==> src/rtl/rename_stage_pkg.sv <==
// Shared rename constants and types: physical register pool size and branch
// speculation depth used by the rename stage, its interface and checkpoints.
package rename_stage_pkg;

    localparam int unsigned NUM_PREGS              = 64;
    localparam int unsigned MAX_PREDICT_DEPTH      = 4;
    localparam int unsigned MAX_PREDICT_DEPTH_BITS = 3;

    typedef logic [$clog2(NUM_PREGS)-1:0]      preg_t;
    typedef logic [MAX_PREDICT_DEPTH_BITS-1:0] tag_t;

endpackage

==> src/rtl/rename_stage_if.sv <==
// Bundle of the two-slot rename group, freelist, recovery and output signals.
// slave is the rename stage's view; master is the surrounding pipeline's view.
interface rename_stage_if
    import rename_stage_pkg::*;
#(
    parameter int unsigned NUM_AREGS              = 16,
    parameter int unsigned NUM_PREGS              = rename_stage_pkg::NUM_PREGS,
    parameter int unsigned MAX_PREDICT_DEPTH_BITS = rename_stage_pkg::MAX_PREDICT_DEPTH_BITS
);
    localparam int unsigned AREG_W = $clog2(NUM_AREGS);
    localparam int unsigned PREG_W = $clog2(NUM_PREGS);
    localparam int unsigned TAG_W  = MAX_PREDICT_DEPTH_BITS;

    logic              in_valid_0, in_valid_1;
    logic              in_dst_we_0, in_dst_we_1;
    logic [AREG_W-1:0] in_dst_0, in_srca_0, in_srcb_0;
    logic [AREG_W-1:0] in_dst_1, in_srca_1, in_srcb_1;
    logic              in_is_branch_0, in_is_branch_1;
    logic              in_accept_0, in_accept_1;

    logic [PREG_W-1:0] preg1, preg2;
    logic [PREG_W:0]   num_free;
    logic [1:0]        alloc_num;
    logic [TAG_W-1:0]  branch_tag_1, branch_tag_2;

    logic              branch_shootdown;
    logic [TAG_W-1:0]  shootdown_branch_tag;
    logic              branch_pop;

    logic              out_valid_0, out_valid_1;
    logic              out_ready;
    logic [PREG_W-1:0] out_psrca_0, out_psrcb_0, out_pdst_0, out_old_pdst_0;
    logic [PREG_W-1:0] out_psrca_1, out_psrcb_1, out_pdst_1, out_old_pdst_1;
    logic [TAG_W-1:0]  out_tag_0, out_tag_1;

    modport slave (
        input  in_valid_0, in_valid_1, in_dst_we_0, in_dst_we_1,
               in_dst_0, in_srca_0, in_srcb_0, in_dst_1, in_srca_1, in_srcb_1,
               in_is_branch_0, in_is_branch_1,
               preg1, preg2, num_free,
               branch_shootdown, shootdown_branch_tag, branch_pop, out_ready,
        output in_accept_0, in_accept_1, alloc_num, branch_tag_1, branch_tag_2,
               out_valid_0, out_valid_1,
               out_psrca_0, out_psrcb_0, out_pdst_0, out_old_pdst_0,
               out_psrca_1, out_psrcb_1, out_pdst_1, out_old_pdst_1,
               out_tag_0, out_tag_1
    );

    modport master (
        output in_valid_0, in_valid_1, in_dst_we_0, in_dst_we_1,
               in_dst_0, in_srca_0, in_srcb_0, in_dst_1, in_srca_1, in_srcb_1,
               in_is_branch_0, in_is_branch_1,
               preg1, preg2, num_free,
               branch_shootdown, shootdown_branch_tag, branch_pop, out_ready,
        input  in_accept_0, in_accept_1, alloc_num, branch_tag_1, branch_tag_2,
               out_valid_0, out_valid_1,
               out_psrca_0, out_psrcb_0, out_pdst_0, out_old_pdst_0,
               out_psrca_1, out_psrcb_1, out_pdst_1, out_old_pdst_1,
               out_tag_0, out_tag_1
    );

endinterface

==> src/rtl/rename_stage_rat_checkpoints.sv <==
// Branch checkpoint store: one full map-table copy per speculation level,
// one synchronous write port and one combinational read port.
module rat_checkpoints
    import rename_stage_pkg::*;
#(
    parameter int unsigned NUM_AREGS         = 16,
    parameter int unsigned PREG_W            = $clog2(rename_stage_pkg::NUM_PREGS),
    parameter int unsigned MAX_PREDICT_DEPTH = rename_stage_pkg::MAX_PREDICT_DEPTH,
    parameter int unsigned AW                = 2
) (
    input  logic                              clk,
    input  logic                              i_we,
    input  logic [AW-1:0]                     i_waddr,
    input  logic [NUM_AREGS-1:0][PREG_W-1:0]  i_wdata,
    input  logic [AW-1:0]                     i_raddr,
    output logic [NUM_AREGS-1:0][PREG_W-1:0]  o_rdata_c
);
    logic [NUM_AREGS-1:0][PREG_W-1:0] r_mem [MAX_PREDICT_DEPTH];

    // Contents are only meaningful once written by a branch, so no reset.
    always_ff @(posedge clk) begin
        if (i_we) r_mem[i_waddr] <= i_wdata;
    end

    assign o_rdata_c = r_mem[i_raddr];

endmodule

==> src/rtl/rename_stage.sv <==
// Two-wide register rename: RAT lookup with intra-group bypass, preg
// allocation from the freelist, branch checkpointing and shootdown recovery.
module rename_stage
    import rename_stage_pkg::*;
#(
    parameter int unsigned NUM_AREGS              = 16,
    parameter int unsigned NUM_PREGS              = rename_stage_pkg::NUM_PREGS,
    parameter int unsigned MAX_PREDICT_DEPTH      = rename_stage_pkg::MAX_PREDICT_DEPTH,
    parameter int unsigned MAX_PREDICT_DEPTH_BITS = rename_stage_pkg::MAX_PREDICT_DEPTH_BITS
) (
    input  logic          clk,
    input  logic          reset_n,
    rename_stage_if.slave bus
);
    localparam int unsigned PREG_W = $clog2(NUM_PREGS);
    localparam int unsigned TAG_W  = MAX_PREDICT_DEPTH_BITS;
    localparam int unsigned CNT_W  = PREG_W + 1;
    localparam int unsigned CP_AW  = (MAX_PREDICT_DEPTH > 1) ? $clog2(MAX_PREDICT_DEPTH) : 1;
    localparam logic [TAG_W-1:0] MAX_D = TAG_W'(MAX_PREDICT_DEPTH);

    typedef logic [NUM_AREGS-1:0][PREG_W-1:0] rat_t;

    rat_t             r_rat;
    logic [TAG_W-1:0] r_depth;

    logic              r_out_valid_0, r_out_valid_1;
    logic [PREG_W-1:0] r_psrca_0, r_psrcb_0, r_pdst_0, r_old_pdst_0;
    logic [PREG_W-1:0] r_psrca_1, r_psrcb_1, r_pdst_1, r_old_pdst_1;
    logic [TAG_W-1:0]  r_tag_0, r_tag_1;

    logic              w_shoot, w_pop, w_can_load;
    logic [TAG_W-1:0]  w_base, w_tag0, w_tag1, w_shoot_tag_m1, w_depth_nxt;
    logic [CNT_W-1:0]  w_need0, w_need01;
    logic              w_acc0, w_acc1, w_alloc0, w_alloc1, w_br_acc;
    logic [PREG_W-1:0] w_pd0, w_pd1, w_psrca_1, w_psrcb_1, w_old_pdst_1;
    rat_t              w_rat_mid, w_rat_nxt, w_cp_wdata, w_cp_rdata;
    logic              w_cp_we;

    assign w_shoot        = bus.branch_shootdown;
    assign w_shoot_tag_m1 = bus.shootdown_branch_tag - TAG_W'(1);
    assign w_pop          = bus.branch_pop && !w_shoot && (r_depth != '0);
    // A same-cycle pop frees the youngest level before any new branch claims one.
    assign w_base         = r_depth - TAG_W'(w_pop);
    assign w_can_load     = !(r_out_valid_0 || r_out_valid_1) || bus.out_ready;

    assign w_need0  = CNT_W'(bus.in_dst_we_0);
    assign w_need01 = w_need0 + CNT_W'(bus.in_dst_we_1);
    assign w_tag0   = w_base;
    assign w_tag1   = w_base + TAG_W'(bus.in_is_branch_0);

    assign w_acc0 = reset_n && !w_shoot && bus.in_valid_0 && w_can_load
                 && (bus.num_free >= w_need0)
                 && (!bus.in_is_branch_0 || (w_tag0 < MAX_D));
    assign w_acc1 = w_acc0 && bus.in_valid_1
                 && (bus.num_free >= w_need01)
                 && !(bus.in_is_branch_0 && bus.in_is_branch_1)
                 && (!bus.in_is_branch_1 || (w_tag1 < MAX_D));

    assign w_alloc0 = w_acc0 && bus.in_dst_we_0;
    assign w_alloc1 = w_acc1 && bus.in_dst_we_1;
    assign w_pd0    = bus.preg1;
    assign w_pd1    = w_alloc0 ? bus.preg2 : bus.preg1;

    assign bus.in_accept_0  = w_acc0;
    assign bus.in_accept_1  = w_acc1;
    assign bus.alloc_num    = 2'(w_alloc0) + 2'(w_alloc1);
    assign bus.branch_tag_1 = w_alloc0 ? w_tag0 : (w_alloc1 ? w_tag1 : '0);
    assign bus.branch_tag_2 = (w_alloc0 && w_alloc1) ? w_tag1 : '0;

    // Slot 1 sees slot 0's fresh mapping for sources and for its old pdst.
    assign w_psrca_1    = (bus.in_dst_we_0 && (bus.in_srca_1 == bus.in_dst_0)) ? w_pd0 : r_rat[bus.in_srca_1];
    assign w_psrcb_1    = (bus.in_dst_we_0 && (bus.in_srcb_1 == bus.in_dst_0)) ? w_pd0 : r_rat[bus.in_srcb_1];
    assign w_old_pdst_1 = (bus.in_dst_we_0 && (bus.in_dst_1 == bus.in_dst_0)) ? w_pd0 : r_rat[bus.in_dst_1];

    always_comb begin
        w_rat_mid = r_rat;
        if (w_alloc0) w_rat_mid[bus.in_dst_0] = w_pd0;
        w_rat_nxt = w_rat_mid;
        if (w_alloc1) w_rat_nxt[bus.in_dst_1] = w_pd1;
    end

    // A slot-1 branch snapshots the table after slot 0's update.
    assign w_br_acc    = (w_acc0 && bus.in_is_branch_0) || (w_acc1 && bus.in_is_branch_1);
    assign w_cp_we     = w_br_acc;
    assign w_cp_wdata  = (w_acc1 && bus.in_is_branch_1) ? w_rat_mid : r_rat;
    assign w_depth_nxt = w_base + TAG_W'(w_br_acc);

    rat_checkpoints #(
        .NUM_AREGS         (NUM_AREGS),
        .PREG_W            (PREG_W),
        .MAX_PREDICT_DEPTH (MAX_PREDICT_DEPTH),
        .AW                (CP_AW)
    ) u_ckpt (
        .clk       (clk),
        .i_we      (w_cp_we),
        .i_waddr   (CP_AW'(w_base)),
        .i_wdata   (w_cp_wdata),
        .i_raddr   (CP_AW'(w_shoot_tag_m1)),
        .o_rdata_c (w_cp_rdata)
    );

    always_ff @(posedge clk or negedge reset_n) begin
        if (!reset_n) begin
            for (int unsigned i = 0; i < NUM_AREGS; i++) r_rat[i] <= PREG_W'(i);
            r_depth       <= '0;
            r_out_valid_0 <= 1'b0;
            r_out_valid_1 <= 1'b0;
            r_psrca_0     <= '0;
            r_psrcb_0     <= '0;
            r_pdst_0      <= '0;
            r_old_pdst_0  <= '0;
            r_tag_0       <= '0;
            r_psrca_1     <= '0;
            r_psrcb_1     <= '0;
            r_pdst_1      <= '0;
            r_old_pdst_1  <= '0;
            r_tag_1       <= '0;
        end else if (w_shoot) begin
            r_rat         <= w_cp_rdata;
            r_depth       <= w_shoot_tag_m1;
            r_out_valid_0 <= 1'b0;
            r_out_valid_1 <= 1'b0;
        end else begin
            r_rat   <= w_rat_nxt;
            r_depth <= w_depth_nxt;
            if (w_can_load) begin
                r_out_valid_0 <= w_acc0;
                r_out_valid_1 <= w_acc1;
                r_psrca_0     <= r_rat[bus.in_srca_0];
                r_psrcb_0     <= r_rat[bus.in_srcb_0];
                r_pdst_0      <= w_alloc0 ? w_pd0 : '0;
                r_old_pdst_0  <= r_rat[bus.in_dst_0];
                r_tag_0       <= w_tag0;
                r_psrca_1     <= w_psrca_1;
                r_psrcb_1     <= w_psrcb_1;
                r_pdst_1      <= w_alloc1 ? w_pd1 : '0;
                r_old_pdst_1  <= w_old_pdst_1;
                r_tag_1       <= w_tag1;
            end
        end
    end

    assign bus.out_valid_0    = r_out_valid_0;
    assign bus.out_valid_1    = r_out_valid_1;
    assign bus.out_psrca_0    = r_psrca_0;
    assign bus.out_psrcb_0    = r_psrcb_0;
    assign bus.out_pdst_0     = r_pdst_0;
    assign bus.out_old_pdst_0 = r_old_pdst_0;
    assign bus.out_tag_0      = r_tag_0;
    assign bus.out_psrca_1    = r_psrca_1;
    assign bus.out_psrcb_1    = r_psrcb_1;
    assign bus.out_pdst_1     = r_pdst_1;
    assign bus.out_old_pdst_1 = r_old_pdst_1;
    assign bus.out_tag_1      = r_tag_1;

endmodule

==> src/flat_wrapper.sv <==
// flat-port wrapper written by rule: the top's interface ports become plain ports
module rename_stage_flat import rename_stage_pkg::*;
#(
    parameter int unsigned NUM_AREGS              = 16,
    parameter int unsigned NUM_PREGS              = rename_stage_pkg::NUM_PREGS,
    parameter int unsigned MAX_PREDICT_DEPTH      = rename_stage_pkg::MAX_PREDICT_DEPTH,
    parameter int unsigned MAX_PREDICT_DEPTH_BITS = rename_stage_pkg::MAX_PREDICT_DEPTH_BITS
)
  (clk, reset_n, bus_in_valid_0, bus_in_valid_1, bus_in_dst_we_0, bus_in_dst_we_1, bus_in_dst_0, bus_in_srca_0, bus_in_srcb_0, bus_in_dst_1, bus_in_srca_1, bus_in_srcb_1, bus_in_is_branch_0, bus_in_is_branch_1, bus_preg1, bus_preg2, bus_num_free, bus_branch_shootdown, bus_shootdown_branch_tag, bus_branch_pop, bus_out_ready, bus_in_accept_0, bus_in_accept_1, bus_alloc_num, bus_branch_tag_1, bus_branch_tag_2, bus_out_valid_0, bus_out_valid_1, bus_out_psrca_0, bus_out_psrcb_0, bus_out_pdst_0, bus_out_old_pdst_0, bus_out_psrca_1, bus_out_psrcb_1, bus_out_pdst_1, bus_out_old_pdst_1, bus_out_tag_0, bus_out_tag_1);
  rename_stage_if #(.NUM_AREGS(NUM_AREGS), .NUM_PREGS(NUM_PREGS), .MAX_PREDICT_DEPTH_BITS(MAX_PREDICT_DEPTH_BITS)) bus_i ();
  input  logic clk;
  input  logic reset_n;
  input wire logic [$bits(bus_i.in_valid_0)-1:0] bus_in_valid_0;
  input wire logic [$bits(bus_i.in_valid_1)-1:0] bus_in_valid_1;
  input wire logic [$bits(bus_i.in_dst_we_0)-1:0] bus_in_dst_we_0;
  input wire logic [$bits(bus_i.in_dst_we_1)-1:0] bus_in_dst_we_1;
  input wire logic [$bits(bus_i.in_dst_0)-1:0] bus_in_dst_0;
  input wire logic [$bits(bus_i.in_srca_0)-1:0] bus_in_srca_0;
  input wire logic [$bits(bus_i.in_srcb_0)-1:0] bus_in_srcb_0;
  input wire logic [$bits(bus_i.in_dst_1)-1:0] bus_in_dst_1;
  input wire logic [$bits(bus_i.in_srca_1)-1:0] bus_in_srca_1;
  input wire logic [$bits(bus_i.in_srcb_1)-1:0] bus_in_srcb_1;
  input wire logic [$bits(bus_i.in_is_branch_0)-1:0] bus_in_is_branch_0;
  input wire logic [$bits(bus_i.in_is_branch_1)-1:0] bus_in_is_branch_1;
  input wire logic [$bits(bus_i.preg1)-1:0] bus_preg1;
  input wire logic [$bits(bus_i.preg2)-1:0] bus_preg2;
  input wire logic [$bits(bus_i.num_free)-1:0] bus_num_free;
  input wire logic [$bits(bus_i.branch_shootdown)-1:0] bus_branch_shootdown;
  input wire logic [$bits(bus_i.shootdown_branch_tag)-1:0] bus_shootdown_branch_tag;
  input wire logic [$bits(bus_i.branch_pop)-1:0] bus_branch_pop;
  input wire logic [$bits(bus_i.out_ready)-1:0] bus_out_ready;
  output wire logic [$bits(bus_i.in_accept_0)-1:0] bus_in_accept_0;
  output wire logic [$bits(bus_i.in_accept_1)-1:0] bus_in_accept_1;
  output wire logic [$bits(bus_i.alloc_num)-1:0] bus_alloc_num;
  output wire logic [$bits(bus_i.branch_tag_1)-1:0] bus_branch_tag_1;
  output wire logic [$bits(bus_i.branch_tag_2)-1:0] bus_branch_tag_2;
  output wire logic [$bits(bus_i.out_valid_0)-1:0] bus_out_valid_0;
  output wire logic [$bits(bus_i.out_valid_1)-1:0] bus_out_valid_1;
  output wire logic [$bits(bus_i.out_psrca_0)-1:0] bus_out_psrca_0;
  output wire logic [$bits(bus_i.out_psrcb_0)-1:0] bus_out_psrcb_0;
  output wire logic [$bits(bus_i.out_pdst_0)-1:0] bus_out_pdst_0;
  output wire logic [$bits(bus_i.out_old_pdst_0)-1:0] bus_out_old_pdst_0;
  output wire logic [$bits(bus_i.out_psrca_1)-1:0] bus_out_psrca_1;
  output wire logic [$bits(bus_i.out_psrcb_1)-1:0] bus_out_psrcb_1;
  output wire logic [$bits(bus_i.out_pdst_1)-1:0] bus_out_pdst_1;
  output wire logic [$bits(bus_i.out_old_pdst_1)-1:0] bus_out_old_pdst_1;
  output wire logic [$bits(bus_i.out_tag_0)-1:0] bus_out_tag_0;
  output wire logic [$bits(bus_i.out_tag_1)-1:0] bus_out_tag_1;
  assign bus_i.in_valid_0 = bus_in_valid_0;
  assign bus_i.in_valid_1 = bus_in_valid_1;
  assign bus_i.in_dst_we_0 = bus_in_dst_we_0;
  assign bus_i.in_dst_we_1 = bus_in_dst_we_1;
  assign bus_i.in_dst_0 = bus_in_dst_0;
  assign bus_i.in_srca_0 = bus_in_srca_0;
  assign bus_i.in_srcb_0 = bus_in_srcb_0;
  assign bus_i.in_dst_1 = bus_in_dst_1;
  assign bus_i.in_srca_1 = bus_in_srca_1;
  assign bus_i.in_srcb_1 = bus_in_srcb_1;
  assign bus_i.in_is_branch_0 = bus_in_is_branch_0;
  assign bus_i.in_is_branch_1 = bus_in_is_branch_1;
  assign bus_i.preg1 = bus_preg1;
  assign bus_i.preg2 = bus_preg2;
  assign bus_i.num_free = bus_num_free;
  assign bus_i.branch_shootdown = bus_branch_shootdown;
  assign bus_i.shootdown_branch_tag = bus_shootdown_branch_tag;
  assign bus_i.branch_pop = bus_branch_pop;
  assign bus_i.out_ready = bus_out_ready;
  assign bus_in_accept_0 = bus_i.in_accept_0;
  assign bus_in_accept_1 = bus_i.in_accept_1;
  assign bus_alloc_num = bus_i.alloc_num;
  assign bus_branch_tag_1 = bus_i.branch_tag_1;
  assign bus_branch_tag_2 = bus_i.branch_tag_2;
  assign bus_out_valid_0 = bus_i.out_valid_0;
  assign bus_out_valid_1 = bus_i.out_valid_1;
  assign bus_out_psrca_0 = bus_i.out_psrca_0;
  assign bus_out_psrcb_0 = bus_i.out_psrcb_0;
  assign bus_out_pdst_0 = bus_i.out_pdst_0;
  assign bus_out_old_pdst_0 = bus_i.out_old_pdst_0;
  assign bus_out_psrca_1 = bus_i.out_psrca_1;
  assign bus_out_psrcb_1 = bus_i.out_psrcb_1;
  assign bus_out_pdst_1 = bus_i.out_pdst_1;
  assign bus_out_old_pdst_1 = bus_i.out_old_pdst_1;
  assign bus_out_tag_0 = bus_i.out_tag_0;
  assign bus_out_tag_1 = bus_i.out_tag_1;
  rename_stage #(.NUM_AREGS(NUM_AREGS), .NUM_PREGS(NUM_PREGS), .MAX_PREDICT_DEPTH(MAX_PREDICT_DEPTH), .MAX_PREDICT_DEPTH_BITS(MAX_PREDICT_DEPTH_BITS)) u_core (.clk(clk), .reset_n(reset_n), .bus(bus_i));
endmodule
==> config.mk <==
export PLATFORM = sky130hd
export DESIGN_NAME = rename_stage_flat
export DESIGN_NICKNAME = d
export VERILOG_FILES = /design/src/rtl/rename_stage_pkg.sv /design/src/rtl/rename_stage_if.sv /design/src/rtl/rename_stage_rat_checkpoints.sv /design/src/rtl/rename_stage.sv /design/src/flat_wrapper.sv
export SDC_FILE = /design/constraint.sdc
export NUM_CORES = 1
export LEC_CHECK = 0
export CAP_MARGIN = 20
export CORE_ASPECT_RATIO = 1.2
export CORE_MARGIN = 2
export CORE_UTILIZATION = 25
export DETAILED_ROUTE_END_ITERATION = 8
export PLACE_DENSITY = 0.49
export SLEW_MARGIN = 10
export SYNTH_ARGS = -nofsm -noshare
export SYNTH_HDL_FRONTEND = slang
export SYNTH_SLANG_ARGS = --single-unit
==> constraint.sdc <==
create_clock -name clk -period 13.5 [get_ports clk]
set_input_delay 2.7 -clock clk [delete_from_list [all_inputs] [get_ports clk]]
set_output_delay 2.7 -clock clk [all_outputs]
set_load 0.005 [all_outputs]
# [Yosys cells after proc, flatten, opt, wreduce, memory -nomap -nowiden]
# Memories as Yosys holds them, arrays and structs flattened.
# Cells that the tools add are included.
[classes] n_addsub=6 order_cmp=12 n_eq_ne=3 n_mux=38 n_bitwise=1 n_reduce_logical=35
[ops] operator="$mux 96" count=4
[ops] operator="$bwmux 96" count=2
[ops] operator="$bmux 6 s4" count=6
[ops] operator="$mux 6" count=14
[ops] operator="$demux 6 s4" count=2
[ops] operator="$lt 4x5->1 const B" count=6
[ops] operator="$logic_and 1x1->1" count=22
[ops] operator="$eq 4x4->1" count=3
[ops] operator="$mux 3" count=4
[ops] operator="$ge 4x1->1 const B" count=2
[ops] operator="$ge 7x1->1" count=1
[ops] operator="$ge 7x7->1" count=1
[ops] operator="$add 3x1->3" count=2
[ops] operator="$lt 3x3->1 const B" count=2
[ops] operator="$mux 1" count=6
[ops] operator="$logic_not 1->1" count=5
[ops] operator="$logic_or 1x1->1" count=5
[ops] operator="$add 1x1->2" count=2
[ops] operator="$reduce_bool 3->1" count=1
[ops] operator="$sub 3x1->3" count=1
[ops] operator="$sub 3x1->3 const B" count=1
[ops] operator="$reduce_and 2->1" count=1
[ops] operator="$reduce_bool 2->1" count=1
[ops] operator="$not 1->1" count=1
[word_totals] ff_bits=155 ramBits=384 inputBits=57 wordCells=125 memories=1
[mem_list] memory="u_core.u_ckpt.r_mem" words=4 width=96 read_ports=1 rd_ports_with_merged_regs=0 wr=1 line_no="rename_stage_rat_checkpoints.sv:18" text="logic [NUM_AREGS-1:0][PREG_W-1:0] r_mem [MAX_PREDICT_DEPTH];"

# [Longest topological paths before layout]
[depth] depth_word=15 ltp_mapped=19

# [Hierarchy]
# Synthesis repeated with hierarchy kept, for this count alone.
[unflattened] hier_cells=1804 area_unflattened_um2=27820.4
[modules_own_cells] module="rename_stage" instances=1 cells_per_inst=1298 area_each_um2=13930.9
[modules_own_cells] module="rat_checkpoints" instances=1 cells_per_inst=506 area_each_um2=13889.6

# [Least setup slack after synthesis]
# Ideal clock, no wire load.
[synth_path] path_kind="input to output" startpoint="input port bus_branch_shootdown" endpoint="output port bus_branch_tag_2[1]" t_arrival_ns=5.991 setup_slack_ns=4.809 stages=16 path_buffers=4 cell_sequence="inv_1 clkbuf_1 clkbuf_1 clkbuf_1 o311a_1 ha_1 ha_1 inv_1 ha_1 xor3_1 o21ai_1 and4_1 and3_1 clkbuf_1 ha_1 and2_1"
[synth_via] elab_chain_len=14 word_cells_on_any_way=22 classes_between="2 x add/sub; 2 x order compare; 1 x mux; 17 x reduce/logical"
[synth_rtl] element="from (decl)" line_no="flat_wrapper.sv:28" text="input wire logic [$bits(bus_i.branch_shootdown)-1:0] bus_branch_shootdown;"
[synth_rtl] element="$logic_not 1->1 (*)" line_no="rename_stage.sv:41" text="assign w_pop = bus.branch_pop && !w_shoot && (r_depth != '0);"
[synth_rtl] element="$logic_and 1x1->1 (*) (2 in a row)" line_no="rename_stage.sv:41"
[synth_rtl] element="$sub 3x1->3 (*)" line_no="rename_stage.sv:43" text="assign w_base = r_depth - TAG_W'(w_pop);"
[synth_rtl] element="net u_core.u_ckpt.i_waddr[1]" line_no="rename_stage_rat_checkpoints.sv:13" text="input logic [AW-1:0] i_waddr,"
[synth_rtl] element="parallel branches: the longest is 9 deep, another holds $add 3x1->3"
[synth_rtl] element="$mux 3 (*)" line_no="rename_stage.sv:68" text="assign bus.branch_tag_2 = (w_alloc0 && w_alloc1) ? w_tag1 : '0;"
[synth_rtl] element="to (decl)" line_no="flat_wrapper.sv:36" text="output wire logic [$bits(bus_i.branch_tag_2)-1:0] bus_branch_tag_2;"
# Mark *: on every way through the listed nets, which the timed path passes.

# [Worst setup path in the final report]
[layout_path] startpoint="input port bus_branch_shootdown" endpoint="output port bus_branch_tag_2[0]"
[layout_via] elab_chain_len=14 word_cells_on_any_way=22 classes_between="2 x add/sub; 2 x order compare; 1 x mux; 17 x reduce/logical"
[layout_rtl] element="$logic_not 1->1 (*)" line_no="rename_stage.sv:41, rename_stage.sv:51"
[layout_rtl] element="parallel branches: the longest is 12 deep, another holds $sub 3x1->3"
[layout_rtl] element="$mux 3 (*)" line_no="rename_stage.sv:68"
# Mark *: on every way between the ends.

==> out/qor.yml <==
outcome:
  status: "finished clean"
worst_setup_path:
  crit_slowest_cell: "nand2b_1"
  arrival_ns: 7.26
  required_ns: 10.80
  end_kind: "output port"
  critPathLaunchType: "input port"
  critical-path-max-stage-delay_ns: 0.81
  cp_max_fo: 24
  path_common_cell: "ha_1"
  path_cells: "clkdlybuf4s50_1, buf_4, clkinv_2, o311a_1, ha_1, ha_1, xnor2_1, nand2b_1, and4_1, and3_1, ha_1, and2_1, clkdlybuf4s50_1"
  crit_family: "simple AND/OR/NAND/NOR gates"
  critical_path_buf_inv_count: 4
  crit_type: "input port to output port"
sta:
  fin_crit_ns: 9.96
  final-hold-violation-count: 0
  fin_tns_setup_ns: 0
  drv_slew: 0
  rsz0062_at_grt: "no"
  setup_violations: 0
  finClkSkew_ns: 0.0204
  max_freq_mhz: 100
  worst_pin_slew_ns: 1.07
  max_slew_margin: 0.289
  fin_crit_sh: 0.738
global_route:
  gr-usage-all-layers: 0.166
  busiest_layer: "met2"
  grt_pass1_wl_um: 137000
  global_route.usage.met3: 0.0247
  grtUsageMet1: 0.216
  use_met2: 0.274
  grt_max_degree: 107
  grt_pass1_vias: 18600
  grt_overflow: 0
  antenna_found_initial: 11
clock_network:
  root_buffer: "clkbuf_16"
  cts_hold_buf: 0
  cts_tree: "built"
  clockBufferDepth: 3
  clk_latency_ns: 0.64
  cts-htree-levels: 2
  postCtsSetupBuffers: 0
  cts_inserted_buffers: 56
  path_clk_slew_ns: 0.06
  cts_resized: 0
  clock-sinks: 539
routing:
  firstDrtPassIters: 5
  wl_per_cell_um: 28.4
  routed_wl_um: 94900
  via_per_inst: 5.42
  vias: 18100
  drt-initial-drc-count: 1853
  drcViolationCount: 0
  postRouteAntennaNets: 0
placed_design:
  io_buffers: 122
  place_congestion: 0.919
  dp.final_hpwl_um: 63600
synthesis:
  ys_ff_latch: 539
  syn_area_um2: 27400
  netlist-cell-type-count: 57
  synthArstFlopShare: 0.288
  syn-instance-count: 1820
  yosysSeqAreaShare: 0.565
  synth_edf_count: 384
  yosys_warnings: 0
  synth_ff_type: "edfxtp_1"
  syn_nets: 1889
  syn_avg_cell_area_um2: 15.0
finish:
  regArea_um2: 15400
  fin_util: 0.294
  final_cell_mix: "edfxtp_1, mux4_2, nand2_1"
  final_common_cell: "edfxtp_1"
  multi_input_area_um2: 11300
  drive_gt1_frac: 0.240
  nets: 1955
  fillers: 10700
  synthToLayoutAreaGrowth_pct: 16.4
worst_hold_path:
  hp-class: "register to register"
die:
  io_pins: 123
  dieArea_um2: 112000
  row_count: 132
  core_area_um2: 108000
  die_x_um: 306
  die_h_um: 366
  initial_core_util: 0.253
job:
  cap_violations: 0
power:
  ir_drop_v: 0.000107
  power_leakage_nw: 11.4
  powerDensity_nw_per_um2: 135
-- sequential cells by signal, summed over array words and instances, names as in the netlist, 6 cells and up --
| register | count |
|---|---|
| u_core.u_ckpt.r_mem | 384 |
| u_core.r_rat | 96 |
| u_core.bus.out_old_pdst_1 | 6 |
| u_core.bus.out_psrca_0 | 6 |
| u_core.bus.out_old_pdst_0 | 6 |
| u_core.bus.out_psrca_1 | 6 |
| u_core.bus.out_pdst_1 | 6 |
| u_core.bus.out_psrcb_1 | 6 |
| u_core.bus.out_psrcb_0 | 6 |
| u_core.bus.out_pdst_0 | 6 |
-- cell usage after synthesis, drive strengths merged, types with 17 or more instances --
cell,instances,share of area
a21oi,61,0.011
a221oi,89,0.028
a22oi,36,0.0099
buf,58,0.012
clkbuf,90,0.012
dfrtp,123,0.11
dfstp,32,0.031
edfxtp,384,0.42
mux2i,96,0.035
mux4,258,0.21
nand2,177,0.024
nand4,17,0.0064
nor2,140,0.020
o21ai,107,0.020
-- path summary, 6_finish.rpt --
path	start	endpoint	slack [ns]	depth (start not counted)
worst max-delay path	bus_branch_shootdown	bus_branch_tag_2[0]	3.54	13
worst min-delay path	u_core.bus.out_old_pdst_0[2]$_DFFE_PN0P_	u_core.bus.out_old_pdst_0[2]$_DFFE_PN0P_	0.48	2
worst max register to register	u_core.r_depth[2]$_DFF_PN0_	u_core.u_ckpt.r_mem[3][67]$_DFFE_PP_	7.97	10
worst min register to register	u_core.bus.out_old_pdst_0[2]$_DFFE_PN0P_	u_core.bus.out_old_pdst_0[2]$_DFFE_PN0P_	0.48	2
max in group asynchronous	reset_n	u_core.r_rat[82]$_DFF_PN0_	10.27	2
min in group asynchronous	reset_n	u_core.r_rat[34]$_DFF_PN0_	1.92	1
-- cell type report --
cell class	count	area share
Antenna cell	1	0.0000786
Inverter	12	0.00145
Multi-Input combinational cell	1121	0.355
Tap cell	1407	0.0553
Clock inverter	30	0.00880
Clock buffer	76	0.0489
Timing Repair Buffer	156	0.0450
Sequential cell	539	0.485
-- power by group --
part / internal [mW] / switching (mW)
clock network: 0.886 / 0.674
logic: 0.323 / 0.372
registers: 1.91 / 0.145
-- worst register-to-register path, cell delays in order, from the launching register on --
cell and delay, ns:
dfrtp_1 0.42, o311a_1 0.36, ha_1 0.18, ha_1 0.21
xnor2_1 0.35, nand2b_1 0.81, and4_1 0.46, nand3_4 0.28
a21bo_2 0.37, and3_4 0.66, buf_4 0.87
-- per-stage QoR --
step	hold slack, ns	cells	worst slack [ns]	cell area (um^2)	total power, mW
6_report	0.478	3342	3.54	31800	4.31
3_5_place_dp	0.470	3234	3.57	30000	2.78
3_3_place_gp	0.476	3233	3.59	30000	2.76
5_1_grt	0.510	3341	3.20	31800	4.46
4_1_cts	0.485	3340	3.57	31800	4.34
2_1_floorplan	0.470	1820	4.81	27400	2.44
-- kinds of logic (layout without fill, tap and decap cells) --
family                   Yosys count  count (layout)  synth area share
multiplexers                     361             361             0.251
buffers and inverters            160             274            0.0258
flip-flops                       539             539             0.565
AND/OR/NAND/NOR                  404             404            0.0679
adder cells (fa/ha/maj)           12              12           0.00549
XOR/XNOR                          16              16           0.00567
other                              0               1                 0
AO/OA/AOI/OAI                    328             328            0.0796
-- metal layers --
metal  vias up  share of wire  routed length, um
met4         8          0.048               4550
met5         -        0.00041                 39
met1      9633           0.41              38800
li1       7460              -                  -
met2       777           0.48              45700
met3       230          0.061               5790
Note: power is estimated with default switching activity, not from simulation.
